## src/rtl/aes_word_loader.sv

```systemverilog
// Word-serial loader around a combinational AES-128 encryption core.
// Collects four 32-bit key words and four plaintext words (most significant
// word first), holds the assembled 128-bit operands stable while the core
// settles, captures the ciphertext and streams it back as four words.
// Valid/ready handshakes are used on both the input and the output side.

module aes_word_loader #(
    parameter int SETTLE_CYCLES = 12
) (
    input  logic          clk,
    input  logic          rst,
    input  logic          in_valid,
    output logic          in_ready,
    input  logic [31:0]   in_word,
    input  logic          in_is_key,
    output logic [127:0]  aes_keyin,
    output logic [127:0]  aes_statein,
    input  logic [127:0]  aes_stateout,
    output logic          out_valid,
    input  logic          out_ready,
    output logic [31:0]   out_word,
    output logic          key_valid,
    output logic          busy
);

    // Settle counter only needs to reach SETTLE_CYCLES-1; keep it at least 1 bit wide.
    localparam int WAIT_W = (SETTLE_CYCLES > 1) ? $clog2(SETTLE_CYCLES) : 1;
    localparam logic [WAIT_W-1:0] WAIT_LAST = WAIT_W'(SETTLE_CYCLES - 1);

    typedef enum logic [1:0] {
        ST_LOAD = 2'd0,
        ST_WAIT = 2'd1,
        ST_OUT  = 2'd2
    } state_t;

    state_t              state_q, state_d;
    logic [1:0]          key_cnt_q, key_cnt_d;
    logic [1:0]          data_cnt_q, data_cnt_d;
    logic [1:0]          out_cnt_q, out_cnt_d;
    logic [WAIT_W-1:0]   wait_cnt_q, wait_cnt_d;
    logic [127:0]        key_reg_q, key_reg_d;
    logic [127:0]        data_reg_q, data_reg_d;
    logic [127:0]        result_q, result_d;
    logic                key_valid_q, key_valid_d;
    logic                out_valid_q, out_valid_d;
    logic [31:0]         out_word_q, out_word_d;

    // Word slot k of a 128-bit group occupies bits [127-32k -: 32].
    function automatic logic [127:0] put_word(input logic [127:0] vec,
                                              input logic [1:0]   idx,
                                              input logic [31:0]  w);
        logic [127:0] r;
        r = vec;
        case (idx)
            2'd0:    r[127:96] = w;
            2'd1:    r[95:64]  = w;
            2'd2:    r[63:32]  = w;
            default: r[31:0]   = w;
        endcase
        return r;
    endfunction

    function automatic logic [31:0] get_word(input logic [127:0] vec,
                                             input logic [1:0]   idx);
        logic [31:0] r;
        case (idx)
            2'd0:    r = vec[127:96];
            2'd1:    r = vec[95:64];
            2'd2:    r = vec[63:32];
            default: r = vec[31:0];
        endcase
        return r;
    endfunction

    // Next-state logic: word assembly in LOAD, settle timing in WAIT, word streaming in OUT.
    always_comb begin
        state_d     = state_q;
        key_cnt_d   = key_cnt_q;
        data_cnt_d  = data_cnt_q;
        out_cnt_d   = out_cnt_q;
        wait_cnt_d  = wait_cnt_q;
        key_reg_d   = key_reg_q;
        data_reg_d  = data_reg_q;
        result_d    = result_q;
        key_valid_d = key_valid_q;
        out_valid_d = out_valid_q;
        out_word_d  = out_word_q;
        in_ready    = 1'b0;

        case (state_q)
            ST_LOAD: begin
                // Plaintext is only taken once a complete key is present and no
                // key reload is half-way through.
                in_ready = in_is_key ? 1'b1 : (key_valid_q && (key_cnt_q == 2'd0));
                if (in_valid && in_ready) begin
                    if (in_is_key) begin
                        key_reg_d = put_word(key_reg_q, key_cnt_q, in_word);
                        key_cnt_d = key_cnt_q + 2'd1;
                        if (key_cnt_q == 2'd3) begin
                            key_valid_d = 1'b1;
                        end else if (key_cnt_q == 2'd0) begin
                            key_valid_d = 1'b0;
                        end
                    end else begin
                        data_reg_d = put_word(data_reg_q, data_cnt_q, in_word);
                        if (data_cnt_q == 2'd3) begin
                            data_cnt_d = 2'd0;
                            wait_cnt_d = '0;
                            state_d    = ST_WAIT;
                        end else begin
                            data_cnt_d = data_cnt_q + 2'd1;
                        end
                    end
                end
            end

            ST_WAIT: begin
                // Operands stay frozen here; the core is a multicycle path.
                wait_cnt_d = wait_cnt_q + 1'b1;
                if (wait_cnt_q == WAIT_LAST) begin
                    result_d    = aes_stateout;
                    out_cnt_d   = 2'd0;
                    out_valid_d = 1'b1;
                    out_word_d  = aes_stateout[127:96];
                    state_d     = ST_OUT;
                end
            end

            ST_OUT: begin
                // out_valid is always high in this state; load the next word on transfer.
                if (out_ready) begin
                    out_cnt_d = out_cnt_q + 2'd1;
                    if (out_cnt_q == 2'd3) begin
                        out_valid_d = 1'b0;
                        state_d     = ST_LOAD;
                    end else begin
                        out_word_d = get_word(result_q, out_cnt_q + 2'd1);
                    end
                end
            end

            default: begin
                state_d = ST_LOAD;
            end
        endcase
    end

    // State register with synchronous reset discarding any partial key, data or output.
    always_ff @(posedge clk) begin
        if (rst) begin
            state_q     <= ST_LOAD;
            key_cnt_q   <= 2'd0;
            data_cnt_q  <= 2'd0;
            out_cnt_q   <= 2'd0;
            wait_cnt_q  <= '0;
            key_reg_q   <= '0;
            data_reg_q  <= '0;
            result_q    <= '0;
            key_valid_q <= 1'b0;
            out_valid_q <= 1'b0;
            out_word_q  <= '0;
        end else begin
            state_q     <= state_d;
            key_cnt_q   <= key_cnt_d;
            data_cnt_q  <= data_cnt_d;
            out_cnt_q   <= out_cnt_d;
            wait_cnt_q  <= wait_cnt_d;
            key_reg_q   <= key_reg_d;
            data_reg_q  <= data_reg_d;
            result_q    <= result_d;
            key_valid_q <= key_valid_d;
            out_valid_q <= out_valid_d;
            out_word_q  <= out_word_d;
        end
    end

    assign aes_keyin   = key_reg_q;
    assign aes_statein = data_reg_q;
    assign out_valid   = out_valid_q;
    assign out_word    = out_word_q;
    assign key_valid   = key_valid_q;
    assign busy        = (state_q != ST_LOAD);

endmodule

```

## config.mk

```make
export PLATFORM = sky130hd
export DESIGN_NAME = aes_word_loader
export DESIGN_NICKNAME = d
export VERILOG_FILES = /design/src/rtl/aes_word_loader.sv
export SDC_FILE = /design/constraint.sdc
export NUM_CORES = 1
export LEC_CHECK = 0
export CAP_MARGIN = 5
export CORE_UTILIZATION = 43
export DETAILED_ROUTE_END_ITERATION = 8
export GPL_TIMING_DRIVEN = 0
export HOLD_SLACK_MARGIN = 0.02
export MAX_ROUTING_LAYER = met4
export PLACE_DENSITY = 0.83
export SYNTH_ARGS = -nofsm -noshare
export SYNTH_HDL_FRONTEND = slang
export SYNTH_SLANG_ARGS = --single-unit
```

## constraint.sdc

```tcl
create_clock -name clk -period 2.2 [get_ports clk]
set_clock_uncertainty 0.1 [all_clocks]
set_input_delay 0.44 -clock clk [delete_from_list [all_inputs] [get_ports clk]]
set_output_delay 0.44 -clock clk [all_outputs]
set_load 0.005 [all_outputs]
```

==> results.ini <==
[yosys]
avgSynthCellArea_um2=8.295
netlist_area_um2=17760
yosysMostFrequentCell=nand2_1
synth_top_area_share=0.4847
syn_nets=2322
synth_edf_count=0
yosysUniqueCellTypes=44
synthFlopType=dfxtp_1
yosys-top-cells-area=dfxtp_1 48%, nand2_1 17%, a21oi_1 12%, buf_12 3.4%, buf_6 1.8%
yosysSeqAreaShare=0.4847
netlist_instances=2141
synth-async-reset-ratio=0
synth-seq-cells=430
synth_warnings=0
synth_area_leader_cell=dfxtp_1
synth.cells.most_frequent=813 x nand2_1, 430 x dfxtp_1, 412 x a21oi_1

[die]
die_h_um=205.2
initial_core_util=0.4359
die_w_um=205.2
dieArea_um2=42120
ios=457
coreArea_um2=40740
row_count=74

[global_routing]
track_usage=0.3206
gr-total-overflow=0
grt_max_degree=15
antenna_found_initial=0
grt_pass1_vias=17360
grt_pass1_wl_mm=99.28

[timing]
rsz0062_at_grt=yes
worst_pin_slew_ns=1.185
fin_crit_sh=0.9708
finalSetupViolations=0
slew_headroom=0.2097
clock.fmax_mhz=468.2
fin_crit_ns=2.136
final-hold-violation-count=0
holdWs_ns=0.04279
maxSlewViolCount=0
setup_slack_ns=0.06417

[clock_network]
cts_setup_buffers=0
clock-sinks=430
cts_tree=yes
clk_pin_slew_ns=0.06
root_buffer=clkbuf_16
clock_path_buffers=3
htree_levels=2
clk_latency_ns=0.58
cts_buffers=46

[placed_design]
io_buffers=423
dp_hpwl_mm=49.95
dpl.cell_count=3096
routabilityCongestion=0.9412
placed_area_um2=22660
dp_slack_ns=-0.5211

[setup_path]
startpoint_type=register
worst-setup-path-type=reg2out
cp_top_family=buffers and inverters
worstPathMaxFanout=2
crit_chain=clkdlybuf4s50_1
crit_slowest_cell=clkdlybuf4s50_1
critPathBufInv=1
max_stage_delay_ns=0.55
end_kind=output pin
crit_required_ns=1.66
critPathArrivalTime_ns=1.60

[power_and_ir_drop]
p_total_uw=16880
power_density_nw_per_um2=688.9
ir_drop_v=0.0005869
leakagePower_uw=0.008090

[status]
outcome=finished clean

[finish]
fin_area_um2=24510
num_antenna_cells=0
syn_to_final_growth_pct=37.99
final_nets=2819
final_cells=3203
drive_above_1_share=0.1138

[run]
cap_viol_max_count=0

[drt]
ant_nets=0
met2RoutedLength_mm=32.84
drc=0
wl_met3_mm=6.445
via_per_inst=5.406
dr.pass1.iters=5
vias=17310
wl_mm=68.12
top_layer=met4
dr.first_iter.drc_count=1242
m1WireLength_mm=25.76
avgRoutedWirePerCell_um=21.27

[min_path]
hold_path.class=in2reg

## layout make-up
type	instances	area (µm²)
flip-flops and latches	430	8615
repair buffers	449	4488
fillers	3388	16230
well taps	532	665.6
clock buffers	65	1294
inverters	72	270.3
multi-input cells	1439	7243
clock inverters	16	224.0
plain buffers	200	1707
## per-layer routing
layer  vias to the layer above  GRT usage
li1                       7993          -
met1                      8198     0.3474
met2                       909     0.5401
met3                       214    0.08347
met4                         0     0.1643
met5                         -          -
## final timing paths
check                                               start  cells after the start  slack, ns                          to
worst max register to register  out_cnt_q[0]$_SDFFE_PP0P_                      7       0.07   out_word[26]$_SDFFE_PP0P_
worst min-delay path                          in_word[23]                      3       0.04  aes_keyin[87]$_SDFFE_PP0P_
worst max-delay path            out_word[31]$_SDFFE_PP0P_                      1       0.06                out_word[31]
worst min register to register   result_q[7]$_SDFFE_PP0P_                      2       0.35    result_q[7]$_SDFFE_PP0P_
## per-stage QoR
stage	setup TNS (ns)	utilization
final	0	0.6015
after global routing	-0.1955	0.6015
after CTS	0	0.6010
after detailed placement	-74.19	0.5562
after global placement	-66.07	0.5562
after floorplan	0	-
## sequential cells by signal, summed over array words and instances, names as in the netlist
register and cells:
result_q 128, aes_keyin 128, out_valid 1, state_q 2, aes_statein 128, key_valid 1
out_word 32, key_cnt_q 2, out_cnt_q 2, data_cnt_q 2, wait_cnt_q 4
## where the power goes
group | internal [µW] | leakage (µW) | switching (µW)
clock network | 4680 | 0.000734 | 3260
registers | 7840 | 0.00347 | 30.4
logic | 516 | 0.00389 | 558
## kinds of logic after synthesis
family          count (synthesis)  share of synthesized area
buf+inv                       272                     0.1102
simple gates                  890                     0.2111
compound gates                530                     0.1812
flops                         430                     0.4847
mux                             1                  0.0005636
xor+xnor                        2                  0.0009865
fa+ha+maj                      16                    0.01127
## placed cells by master (no fill, tap or decap), types with 18 or more instances in the layout
cell type          n
a211oi_1          19
a21oi_1          412
a221oi_2          21
a22oi_1           32
buf_12            30
buf_2             56
buf_6             28
clkbuf_1          67
clkbuf_16         47
clkdlybuf4s50_1  421
dfxtp_1          427
dlygate4sd3_1     26
inv_1             72
nand2_1          813
nor4b_2           18
## timing repair
item | in CTS | in global routing
hold buffers | 26 | 0
gates resized for setup | 27 | 19
endpoints found under the hold margin | 112 | 0
endpoints found under the setup margin | 129 | 85
Note: power is estimated with default switching activity, not from simulation.
==> edit: new RTL, same flow settings <==
Re-encode `state_t` (3 states) as one-hot, 3 bits wide.
--- a/src/rtl/aes_word_loader.sv
+++ b/src/rtl/aes_word_loader.sv
@@ -27,10 +27,10 @@
     localparam int WAIT_W = (SETTLE_CYCLES > 1) ? $clog2(SETTLE_CYCLES) : 1;
     localparam logic [WAIT_W-1:0] WAIT_LAST = WAIT_W'(SETTLE_CYCLES - 1);
 
-    typedef enum logic [1:0] {
-        ST_LOAD = 2'd0,
-        ST_WAIT = 2'd1,
-        ST_OUT  = 2'd2
+    typedef enum logic [2:0] {
+        ST_LOAD = 3'b001,
+        ST_WAIT = 3'b010,
+        ST_OUT  = 3'b100
     } state_t;
 
     state_t              state_q, state_d;
Function: no difference found for any inputs over 4 cycles, from zero or initial values and one cycle with rst high; so few cycles prove little.
==> edit against the unedited design <==
The run now ends with setup timing left; cell area fell by 3.8%; utilization rose by 0.54 points; power fell by 1.6%; worst setup slack got worse by 93 ps; routed wire length fell by 6.4%; sequential cell count rose by 1; synthesized area fell by 4.2%; clock power fell by 2%; critical path type unchanged; critical endpoint is now in_ready; largest cell class unchanged; highest routed layer unchanged.
==> edit: results (changes against the unedited design) <==
| Metric | Value |
|---|---|
| Cells after synthesis | `2190 (+2.3%)` |
| Sequential area share after synthesis | `50.7% (+2.2 points)` |
| Global-route wire length before repair | `95500 µm (-3.8%)` |
| Iteration-0 DRC Markers | `1211 (-2.5%)` |
| Synth cell count leaders | `nand2_1, a21oi_1, dfxtp_1` |
| Port Buffers | `423 (unchanged)` |
| Leak pwr | `8.15 nW (+0.69%)` |
| Reg clk slew, reported paths | `70 ps` |
| Worst r2r dst | `out_word[25]` |
| Total track usage | `31.4% (-0.69 points)` |
| Synth cell types | `40 (-9.1%)` |
| Ranking of synthesized cells by area | `dfxtp_1, nand2_1, a21oi_1` |
| Max FO, Critical Path | `7 (+5)` |
| Placed cell count | `3131 (+1.1%)` |
| Post-route ant nets | `0 (unchanged)` |
| Hold EP | `aes_statein[20]` |
| Min Hold Slack | `53.0 ps (+10.2 ps)` |
| Worst-case headroom to the max-slew limit | `37.2% (+16 points)` |
| Primary FF master, synth | `dfxtp_1` |
| Via Count | `17500 (+0.88%)` |
| HPWL Detailed | `48600 µm (-2.6%)` |
| Maxcap violations | `0 (unchanged)` |
| Cells on Worst Hold Path | `3 (unchanged)` |
| Share of layout cells above drive strength 1 | `8.78% (-2.6 points)` |
| Cell Area, Placed | `0.0219 mm² (-3.4%)` |
| Failing checks | `setup timing` |
| Number of synthesis warnings | `0 (unchanged)` |
| Hold Crit Class | `in -> reg` |
| Worst VDD drop | `0.527 mV (-10%)` |
| Syn Nets | `2371 (+2.1%)` |
| Worst-Skew Late Latency | `580 ps (about the same)` |
| Drt pass-1 iters | `6 (+1)` |
| Clock root cell | `clkbuf_16` |
| Worst reg-to-reg path cell count | `7 (unchanged)` |
| Gpl congestion | `0.930 (-1.2%)` |
| Async set-reset flop share out of synthesis | `0% (unchanged)` |
| # fillers | `3315 (-2.2%)` |
| Internal reg-to-reg setup slack | `30 ps (-40 ps)` |
| Setup slack after layout | `-29.3 ps (-93.5 ps)` |
| NumNets Final | `2847 (+0.99%)` |
| FF-to-FF Start | `state_q[0]` |
| Crit path DAT | `1690 ps (+90 ps)` |
| Final setup viols | `1 (+1)` |
| CTS buffer count | `44 (-4.3%)` |
| CTS Buffer Depth | `3 (unchanged)` |
| Initial antenna violation count | `2 (+2)` |
| Final Instance Count excl. Fillers | `3218 (+0.47%)` |
| Hold Crit Start | `in_word[20]` |
| Outcome | `finished, violations left` |
| Largest net degree at the start of global routing | `15 (unchanged)` |
| Routed Wire Length | `63800 µm (-6.4%)` |
| Depth of the CTS H-tree | `2 (unchanged)` |
==> edit: worst max-delay path: stages, from the launching register on <==
cell and delay, ps:
dfxtp_2 320, buf_6 130, nor3b_4 220, buf_6 130, buf_8 90, inv_4 30, nor2_1 70, buf_2 140
==> edit: cell type report <==
class,count,area (µm²),share of cell area (%)
repair buffers,434,4320,18.3
plain buffers,207,1130,4.79
inverters,40,153,0.648
well taps,518,648,2.75
diodes,2,5.00,0.0212
clock inverters,21,244,1.04
clock buffers,57,1250,5.31
flip-flops and latches,431,8630,36.6
multi-input cells,1508,7180,30.5
==> edit: cells by family after synthesis <==
group	count (synthesis)	share of synthesized area (%)
buf+inv	251	7.30
fa+ha+maj	16	1.18
compound gates	599	19.5
mux	3	0.177
xor+xnor	1	0.0515
flops	431	50.7
simple gates	889	21.1
==> edit: worst max path at each step <==
stage | startpoint | endpoint | slack (ps) | depth (start not counted)
4_1_cts | state_q[1] | in_ready | -70 | 7
3_3_place_gp | in_is_key | aes_statein[98] | -570 | 7
6_report | state_q[2] | in_ready | -30 | 7
3_5_place_dp | in_is_key | aes_statein[103] | -620 | 7
2_1_floorplan | key_cnt_q[0] | wait_cnt_q[3] | 290 | 7
5_1_grt | state_q[2] | in_ready | -90 | 7
==> edit: stage by stage <==
step | utilization [%] | worst slack [ps] | setup TNS (ps) | power [mW]
floorplan | - | 295 | 0 | 8.38
global placement | 56.4 | -573 | -93720 | 8.94
detailed placement | 56.4 | -622 | -108450 | 8.95
CTS | 60.4 | -72.5 | -72.5 | 16.6
global route | 60.7 | -86.4 | -176 | 17.0
finish | 60.7 | -29.3 | -29.3 | 16.6
==> edit: report_power, final <==
part | internal (mW) | switching (mW)
Sequential | 7.85 | 0.0291
Combinational | 0.409 | 0.501
Clock | 4.60 | 3.21
==> edit: repair_timing <==
action,in CTS,in global routing
cloned,0,0
setup buffers,5,6
endpoints found under the setup margin,163,237
pin swaps,1,3
gates resized for setup,27,32
==> edit: per-layer routing <==
metal	up-vias	GRT usage [%]	part of all wire (%)
met5	-	-	0
met4	0	13.8	3.9
met3	157	5.24	8.4
met2	905	53.8	49
met1	8221	35.9	38
li1	8184	-	-
